===== src/rtl/if_prefetch_buffer.sv =====
// Instruction-fetch prefetch buffer: issues sequential fetch requests to a
// request/response instruction memory, queues returned instructions in an
// in-order FIFO and hands them to the core under a valid/ready handshake.
// A flush redirects fetch and drops responses that were already in flight.
// Optional build macro IFB_BYPASS_EN: when the FIFO is empty and nothing is
// being discarded, a response is forwarded to the core in the same cycle.
module if_prefetch_buffer #(
    parameter int                DEPTH    = 4,
    parameter int                ADDR_W   = 64,
    parameter int                INST_W   = 32,
    parameter logic [ADDR_W-1:0] RESET_PC = 64'h8000_0000
) (
    input  logic              Clk,
    input  logic              Rst,
    output logic              MemReqValid,
    output logic [ADDR_W-1:0] MemReqAddr,
    input  logic              MemReqReady,
    input  logic              MemRespValid,
    input  logic [INST_W-1:0] MemRespData,
    output logic              InstValid,
    output logic [INST_W-1:0] InstData,
    output logic [ADDR_W-1:0] InstAddr,
    input  logic              InstReady,
    input  logic              Flush,
    input  logic [ADDR_W-1:0] FlushPc
);

    localparam int                PTR_W     = $clog2(DEPTH);
    localparam int                CNT_W     = PTR_W + 1;
    localparam logic [CNT_W:0]    DEPTH_LIM = (CNT_W + 1)'(DEPTH);
    localparam logic [CNT_W-1:0]  FULL_CNT  = CNT_W'(DEPTH);
    localparam logic [ADDR_W-1:0] PC_STEP   = ADDR_W'(4);

    logic [ADDR_W-1:0] fetchPc;
    logic [ADDR_W-1:0] respPc;
    logic [CNT_W-1:0]  count;
    logic [CNT_W-1:0]  inFlight;
    logic [CNT_W-1:0]  discard;
    logic [PTR_W-1:0]  rdPtr;
    logic [PTR_W-1:0]  wrPtr;

    logic [INST_W-1:0] dataMem [DEPTH];
    logic [ADDR_W-1:0] addrMem [DEPTH];

    logic [CNT_W:0]    creditUsed;
    logic              reqFire;
    logic              fifoEmpty;
    logic              fifoFull;
    logic              respKeep;
    logic              bypassTake;
    logic              push;
    logic              pop;
    logic [CNT_W-1:0]  respDec;

    // Buffered entries plus outstanding requests never exceed DEPTH, so every
    // response is guaranteed a free slot.
    assign creditUsed  = {1'b0, count} + {1'b0, inFlight};
    assign MemReqValid = !Rst && !Flush && (creditUsed < DEPTH_LIM);
    assign MemReqAddr  = fetchPc;
    assign reqFire     = MemReqValid && MemReqReady;

    assign fifoEmpty = (count == '0);
    assign fifoFull  = (count == FULL_CNT);
    assign respDec   = CNT_W'(MemRespValid);

    // A response is kept only when it is not owed to a discarded request and
    // is not arriving in a flush cycle.
    assign respKeep = MemRespValid && (discard == '0) && !Flush;

`ifdef IFB_BYPASS_EN
    logic bypassHit;

    assign bypassHit  = !Rst && fifoEmpty && respKeep;
    assign bypassTake = bypassHit && InstReady;
    assign InstValid  = !fifoEmpty || bypassHit;
    assign InstData   = fifoEmpty ? MemRespData : dataMem[rdPtr];
    assign InstAddr   = fifoEmpty ? respPc      : addrMem[rdPtr];
`else
    assign bypassTake = 1'b0;
    assign InstValid  = !fifoEmpty;
    assign InstData   = dataMem[rdPtr];
    assign InstAddr   = addrMem[rdPtr];
`endif

    assign push = respKeep && !bypassTake;
    assign pop  = !fifoEmpty && InstReady && !Flush;

    // Control state: fetch/response PCs, FIFO pointers, credit and discard counters.
    always_ff @(posedge Clk or posedge Rst) begin
        if (Rst) begin
            fetchPc  <= RESET_PC;
            respPc   <= RESET_PC;
            count    <= '0;
            inFlight <= '0;
            discard  <= '0;
            rdPtr    <= '0;
            wrPtr    <= '0;
        end else if (Flush) begin
            fetchPc  <= FlushPc;
            respPc   <= FlushPc;
            count    <= '0;
            rdPtr    <= '0;
            wrPtr    <= '0;
            inFlight <= inFlight - respDec;
            discard  <= inFlight - respDec;
        end else begin
            if (reqFire) begin
                fetchPc <= fetchPc + PC_STEP;
            end
            inFlight <= inFlight + CNT_W'(reqFire) - respDec;
            if (MemRespValid) begin
                if (discard != '0) begin
                    discard <= discard - 1'b1;
                end else begin
                    respPc <= respPc + PC_STEP;
                end
            end
            if (push) begin
                wrPtr <= wrPtr + 1'b1;
            end
            if (pop) begin
                rdPtr <= rdPtr + 1'b1;
            end
            count <= count + CNT_W'(push) - CNT_W'(pop);
        end
    end

    // Entry storage holds only data, so it carries no reset.
    always_ff @(posedge Clk) begin
        if (push) begin
            dataMem[wrPtr] <= MemRespData;
            addrMem[wrPtr] <= respPc;
        end
    end

`ifndef SYNTHESIS
    // A kept response into a full FIFO, or a response with nothing outstanding,
    // means the memory broke the request/response protocol.
    assert property (@(posedge Clk) disable iff (Rst) !(respKeep && fifoFull));
    assert property (@(posedge Clk) disable iff (Rst) !(MemRespValid && (inFlight == '0)));
`endif

endmodule


===== config.mk =====
export PLATFORM = sky130hd
export DESIGN_NAME = if_prefetch_buffer
export DESIGN_NICKNAME = d
export VERILOG_FILES = /design/src/rtl/if_prefetch_buffer.sv
export SDC_FILE = /design/constraint.sdc
export NUM_CORES = 1
export LEC_CHECK = 0
export CAP_MARGIN = 20
export CORE_MARGIN = 4
export CORE_UTILIZATION = 54
export CTS_CLUSTER_SIZE = 24
export DETAILED_ROUTE_END_ITERATION = 10
export PLACE_DENSITY = 0.76
export REMOVE_ABC_BUFFERS = 1
export SLEW_MARGIN = 10
export SYNTH_ARGS = -nofsm -noshare
export SYNTH_HDL_FRONTEND = slang
export SYNTH_SLANG_ARGS = --single-unit
export TNS_END_PERCENT = 20

===== constraint.sdc =====
create_clock -name Clk -period 7.94 [get_ports Clk]
set_clock_uncertainty 0.2 [all_clocks]
set_input_delay 1.588 -clock Clk [delete_from_list [all_inputs] [get_ports Clk]]
set_output_delay 1.588 -clock Clk [all_outputs]
set_load 0.02 [all_outputs]

==> qor.yml, run 1 <==
status:
  status: "complete, no violations"
die:
  fp-row-count: 74
  fp.dieH_um: 212
  boundaryPins: 264
  fp.dieArea_um2: 44900
  core_um2: 41000
  die_w_um: 212
  initial_core_util_pct: 54.8
yosys:
  synth_edf_count: 384
  yosysMostFrequentCell: "edfxtp_1"
  yosysUniqueCellTypes: 67
  netlist_top_cells_count: "edfxtp_1 (384), dfrtp_1 (139), nand2_1 (119), mux4_2 (96), nand3_1 (77)"
  synth_area_um2: 22500
  synth-async-reset-ratio_pct: 26.9
  ys_seq_elements: 525
  synthFlopType: "edfxtp_1"
  synth_top_area_share_pct: 51.3
  yosysTopAreaCell: "edfxtp_1"
  ys_top_cells_by_area: "edfxtp_1 (51%), dfrtp_1 (15%), mux4_2 (9.6%)"
  syn_area_per_cell_um2: 14.9
  synthesis.instances: 1513
  yosys_warnings: 0
  synth-seq-area-share_pct: 67.0
cts:
  cts_tree: "yes"
  cts-hold-fix-buffers: 0
  ctsResizeCount: 0
  clk_latency_ns: 0.59
  htree_levels: 2
  clkSinkCount: 525
  cts_setup_buffers: 0
  cts-root-buf: "clkbuf_16"
  clockBufferDepth: 3
  cts.clk_slew.worst_paths_ns: 0.06
  cts_buffers: 53
layout:
  syn2layout_area_growth_pct: 22.3
  drive_above_1_share_pct: 12.5
  diodes: 0
  nNetsFinal: 1895
  finish.instance_area_um2: 27500
critical_path:
  critPathTopFamily: "buffers and inverters"
  reg2reg_slack_ns: 4.25
  slowest_stage: "dfrtp_4"
  crit_path_start_kind: "flip-flop"
  arrival_ns: 3.52
  worstPathCellList: "buf_4 -> mux4_2 -> clkdlybuf4s50_1"
  path_class: "reg2out"
  critPathBufInv: 2
  path_max_fanout: 39
  crit_required_ns: 6.15
  r2r_cells: 12
  cp_slowest_stage_delay_ns: 1.01
  r2r-end: "inFlight[2]"
  setup.worst_path.end_class: "primary output"
  r2r-start: "count[1]"
global_routing:
  grt_pass1_vias: 14700
  grt_pass1_wl_um: 88800
  grt-ovfl-total: 0
  antenna_found_initial: 0
  grt_usage_pct: 25.8
  grt_start_max_net_pins: 74
sta:
  tightest_slew_ns: 0.996
  setup_slack_ns: 2.63
  rsz0062_at_grt: "false"
  finalHoldViolCount: 0
  relSlewSlack_pct: 33.0
  fin_setup_tns_ns: 0
  period_share_pct: 66.9
  drv_slew: 0
  fin_crit_ns: 5.31
  max_freq_mhz: 188
  worst_hold_slack_ns: 0.324
  finalSetupViolCount: 0
worst_hold_path:
  worstHoldStart: "respPc[1]"
  min_to: "addrMem[2][1]"
  holdPathStages: 0
  hp-class: "reg2reg"
drt:
  drt_iter0_markers: 1710
  routedWlPerCell_um: 24.9
  drc: 0
  drt.antenna.violating_nets: 0
  wl_um: 58600
  via_count: 15000
  dr.pass1.iters: 6
  drt-vias-per-instance: 6.37
pwr:
  peakVddDrop_mv: 0.179
  powerDensity_nw_per_um2: 282
  power_leakage_nw: 9.32
  fin_total_pwr_mw: 7.75
place:
  gp_congestion: 0.889
  portBuffers: 263
  hpwl_um: 38300
  placed_area_um2: 25600
  dp_slack_ns: 2.82
job:
  drv_cap: 0
cell type report:
type,count,area (µm²)
Fill cell,2833,13500
Tap cell,532,666
Clock inverter,20,263
Inverter,39,151
Multi-Input combinational cell,874,6980
Sequential cell,525,15100
Clock buffer,80,1580
Timing Repair Buffer,282,2770
cells in the final DEF, fill, tap and decap left out, types with 17 or more instances in the layout:
master             n
and2_1            17
nand2_1          119
xor2_1            23
o31ai_1           19
o211ai_1          30
dfrtp_1          137
clkdlybuf4s50_1  262
mux4_2            96
xnor2_1           19
buf_4             20
edfxtp_1         384
nor4_1            25
nand4_1           59
or4_1             31
a31oi_1           32
nor2_1            74
nand3_1           77
clkbuf_16         55
a21oi_1           18
o21ai_0           57
inv_1             36
sequential cells by signal, summed over array words and instances, names as in the netlist:
signal and count:
respPc 64, MemReqAddr 64, addrMem 256, inFlight 3, wrPtr 2, dataMem 128, count 3, discard 3
rdPtr 2
layer usage:
metal / wire (µm) / vias up / GRT usage (%) / share of wire, %
met5: 0 / - / 0 / 0
met4: 1950 / 0 / 8.74 / 3.3
met3: 5020 / 112 / 4.65 / 8.6
met2: 27700 / 781 / 40.2 / 47
met1: 24000 / 7564 / 37.5 / 41
li1: - / 6532 / - / -
report_power, final:
group / internal, mW / total (mW) / leakage (nW) / switching, mW
registers: 3.13 / 3.41 / 5.14 / 0.278
clock network: 1.57 / 2.60 / 0.908 / 1.03
logic: 0.871 / 1.74 / 3.27 / 0.869
total: 5.57 / 7.75 / 9.32 / 2.18
how the worst max path moves through the flow:
stage | start | end | slack [ns] | cells past startpoint
after CTS | rdPtr[0] | InstAddr[0] | 2.47 | 3
final | rdPtr[0] | InstAddr[0] | 2.63 | 3
after global placement | MemRespValid | dataMem[1][3] | 2.97 | 5
after global routing | rdPtr[0] | InstAddr[0] | 2.35 | 3
after floorplan | rdPtr[0] | InstAddr[0] | 1.64 | 1
after detailed placement | MemRespValid | respPc[45] | 2.82 | 6
cell families (layout without fill, tap and decap cells):
kind of cell | count (synthesis) | count (layout) | share of synthesized area (%)
buf+inv | 114 | 421 | 1.95
fa+ha+maj | 18 | 18 | 1.07
compound gates | 210 | 210 | 6.28
mux | 112 | 112 | 10.4
xor+xnor | 42 | 42 | 1.64
simple gates | 492 | 492 | 11.7
flops | 525 | 525 | 67.0
stage by stage:
| stage | std cells | utilization, % |
|---|---|---|
| after floorplan | 1438 | - |
| after global placement | 2252 | 62.5 |
| after detailed placement | 2252 | 62.5 |
| after CTS | 2352 | 67.0 |
| after global routing | 2352 | 67.0 |
| final | 2352 | 67.0 |
No activity file was read; power rests on OpenSTA's default activity.
==> inputs of run 2 (changes only) <==
Settings changed: CORE_UTILIZATION 54 to 51.
Clock period 7.94 ns to 4.4 ns, I/O delays scaled along.
==> run 2 against run 1 <==
Against the previous run: combinational power increased by 89%; register-to-register slack worse by 3.1 ns; worst setup slack got worse by 2.3 ns; wire length grew 1.7%; clock-buffer cell count shrank 16; flip-flop and latch count did not move; total power increased by 77%; via count grew 0.41%; die area rose by 5.7%; final area is 0.68% higher; global-route usage decreased by 0.85 points; utilization is 3.2 points lower; largest cell class unchanged; largest power group unchanged.
==> qor.yml, run 2 (synthesized netlist as in run 1, its figures left out) <==
drt:
  via_count: 15100  # was 15.0k
  drt-vias-per-instance: 6.22  # was 6.37
  wl_um: 59600  # was 58,600 µm
  dr.pass1.iters: 5  # was 6
  routedWlPerCell_um: 24.6  # was 24.9 µm
  drt_iter0_markers: 1718  # was 1,710
  drt.antenna.violating_nets: 0  # unchanged
  drc: 0  # unchanged
layout:
  mostFrequentLayoutCell: "edfxtp_1"  # unchanged
  regMostFlops: "addrMem"  # unchanged
  n_fill_cell: 3218  # was 2,833
  syn2layout_area_growth_pct: 23.1  # was 22.3%
  diodes: 0  # unchanged
  finish.instance_area_um2: 27700  # was 27,500 µm²
  largest_reg_flops: 256  # unchanged
  fin_cells: 2418  # was 2,352
  drive_above_1_share_pct: 12.9  # was 12.5%
  nNetsFinal: 1910  # was 1,895
  final_cell_mix: "edfxtp_1 (384), clkdlybuf4s50_1 (262), dfrtp_1 (137)"  # unchanged
  largestRegisters: "addrMem x256, dataMem x128"  # unchanged
cts:
  cts-root-buf: "clkbuf_16"  # unchanged
  htree_levels: 2  # unchanged
  cts_tree: "yes"  # unchanged
  clockBufferDepth: 3  # unchanged
  ctsResizeCount: 0  # unchanged
  cts_buffers: 53  # unchanged
  clkSinkCount: 525  # unchanged
  cts_setup_buffers: 0  # unchanged
  cts-hold-fix-buffers: 0  # unchanged
  clk_latency_ns: 0.60  # was 0.59 ns
  cts.clk_slew.worst_paths_ns: 0.06  # about the same
status:
  status: "complete, no violations"  # unchanged
sta:
  fin_setup_tns_ns: 0  # unchanged
  max_freq_mhz: 249
  rsz0062_at_grt: "false"  # unchanged
  relSlewSlack_pct: 36.8  # was 33.0%
  fin_crit_ns: 4.02
  setup_slack_ns: 0.377  # was 2.63 ns
  period_share_pct: 91.4
  finalHoldViolCount: 0  # unchanged
  tightest_slew_ns: 0.941  # was 0.996 ns
  worst_hold_slack_ns: 0.318  # was 0.324 ns
  finalSetupViolCount: 0  # unchanged
  drv_slew: 0  # unchanged
global_routing:
  grt_pass1_wl_um: 90800  # was 88,800 µm
  grt-ovfl-total: 0  # unchanged
  antenna_found_initial: 1  # was 0
  grt_start_max_net_pins: 75  # was 74
  grt_pass1_vias: 14800  # was 14.7k
  grt_usage_pct: 25.0  # was 25.8%
die:
  die_w_um: 218  # was 212 µm
  initial_core_util_pct: 51.8  # was 54.8%
  fp.dieH_um: 218  # was 212 µm
  fp-row-count: 76  # was 74
  fp.dieArea_um2: 47500  # was 44,900 µm²
  boundaryPins: 264  # unchanged
  core_um2: 43400  # was 41,000 µm²
place:
  portBuffers: 263  # unchanged
  dp_slack_ns: 0.396  # was 2.82 ns
  placed_area_um2: 26000  # was 25,600 µm²
  hpwl_um: 40400  # was 38,300 µm
  gp_congestion: 0.916  # was 0.889
  dp.cells: 2320  # was 2,252
critical_path:
  critPathTopFamily: "buffers and inverters"  # unchanged
  arrival_ns: 2.94  # was 3.52 ns
  setup.worst_path.end_class: "primary output"  # unchanged
  worstPathCellList: "buf_12 -> mux4_2 -> clkdlybuf4s50_1"  # was buf_4 -> mux4_2 -> clkdlybuf4s50_1
  path_class: "reg2out"  # unchanged
  crit_required_ns: 3.32  # was 6.15 ns
  critPathBufInv: 2  # unchanged
  path_max_fanout: 26  # was 39
  cp_slowest_stage_delay_ns: 0.82  # was 1.01 ns
  crit_path_start_kind: "flip-flop"  # unchanged
  slowest_stage: "dfrtp_4"  # unchanged
pwr:
  power_leakage_nw: 9.35  # was 9.32 nW
  p_int_mw: 9.75  # was 5.57 mW
  power.switching_mw: 3.97  # was 2.18 mW
  peakVddDrop_mv: 0.286  # was 0.179 mV
  p_clk_share_pct: 31.7  # was 33.6%
  powerDensity_nw_per_um2: 496  # was 282 nW/µm²
  p_seq_share_pct: 44.4  # was 44.0%
  power_frac_comb_pct: 23.9  # was 22.5%
  switching_share_pct: 28.9  # was 28.1%
worst_hold_path:
  hp-class: "reg2reg"  # unchanged
job:
  drv_cap: 0  # unchanged
[run 2: changes by cell type in the layout (fill, tap and decap cells not counted)]
cell,delta
buf_12,+15
bufinv_16,-2
clkbuf_1,-5
clkbuf_16,-2
clkbuf_8,-9
clkinv_1,+9
clkinv_2,+5
clkinvlp_2,+1
clkinvlp_4,+1
inv_4,-1
inv_6,+1
[run 2: worst reg2reg max path: cells and delay by family (launching register included)]
kind / cells / cell delay [ns]
simple gates: 5 / 2.30
flops: 1 / 0.45
buf+inv: 1 / 0.20
[run 2: layout make-up]
| type | count | area, µm² | share of cell area (%) |
|---|---|---|---|
| repair buffers | 297 | 3070 | 11.1 |
| inverters | 39 | 151 | 0.547 |
| clock buffers | 64 | 1390 | 5.01 |
| clock inverters | 34 | 277 | 0.999 |
| flip-flops and latches | 525 | 15100 | 54.5 |
| multi-input cells | 874 | 6980 | 25.2 |
| well taps | 585 | 732 | 2.65 |
[run 2: worst paths after layout]
kind / from / end / slack, ns / cells after the start
worst max register to register: MemReqAddr[27] / MemReqAddr[62] / 1.16 / 6
worst min register to register: inFlight[2] / inFlight[2] / 0.32 / 1
max in group asynchronous: Rst / respPc[39] / 2.66 / 3
worst max-delay path: rdPtr[0] / InstAddr[40] / 0.38 / 3
worst min-delay path: inFlight[2] / inFlight[2] / 0.32 / 1
min in group asynchronous: Rst / MemReqAddr[62] / 0.62 / 2
[run 2: power by group through the flow]
stage               Clock, mW  Sequential (mW)  Combinational [mW]
finish                   4.35             6.09                3.28
global route             4.63             6.14                3.49
CTS                      4.43             6.08                3.32
detailed placement          0             6.18                3.30
global placement            0             6.16                3.27
floorplan                   0             6.30                1.69
[run 2: per-layer routing]
| metal | global-route usage [%] | routed length (µm) | share of wire, % |
|---|---|---|---|
| met1 | 35.5 | 24100 | 41 |
| met2 | 39.4 | 28200 | 47 |
| met3 | 5.09 | 5220 | 8.8 |
| met4 | 7.98 | 1970 | 3.3 |
| met5 | 0 | 13 | 0.022 |
[run 2: metrics by stage]
step	power, mW	util [%]
6_report	13.7	63.8
2_1_floorplan	7.99	-
4_1_cts	13.8	63.8
3_3_place_gp	9.43	60.0
5_1_grt	14.3	63.8
3_5_place_dp	9.48	60.0
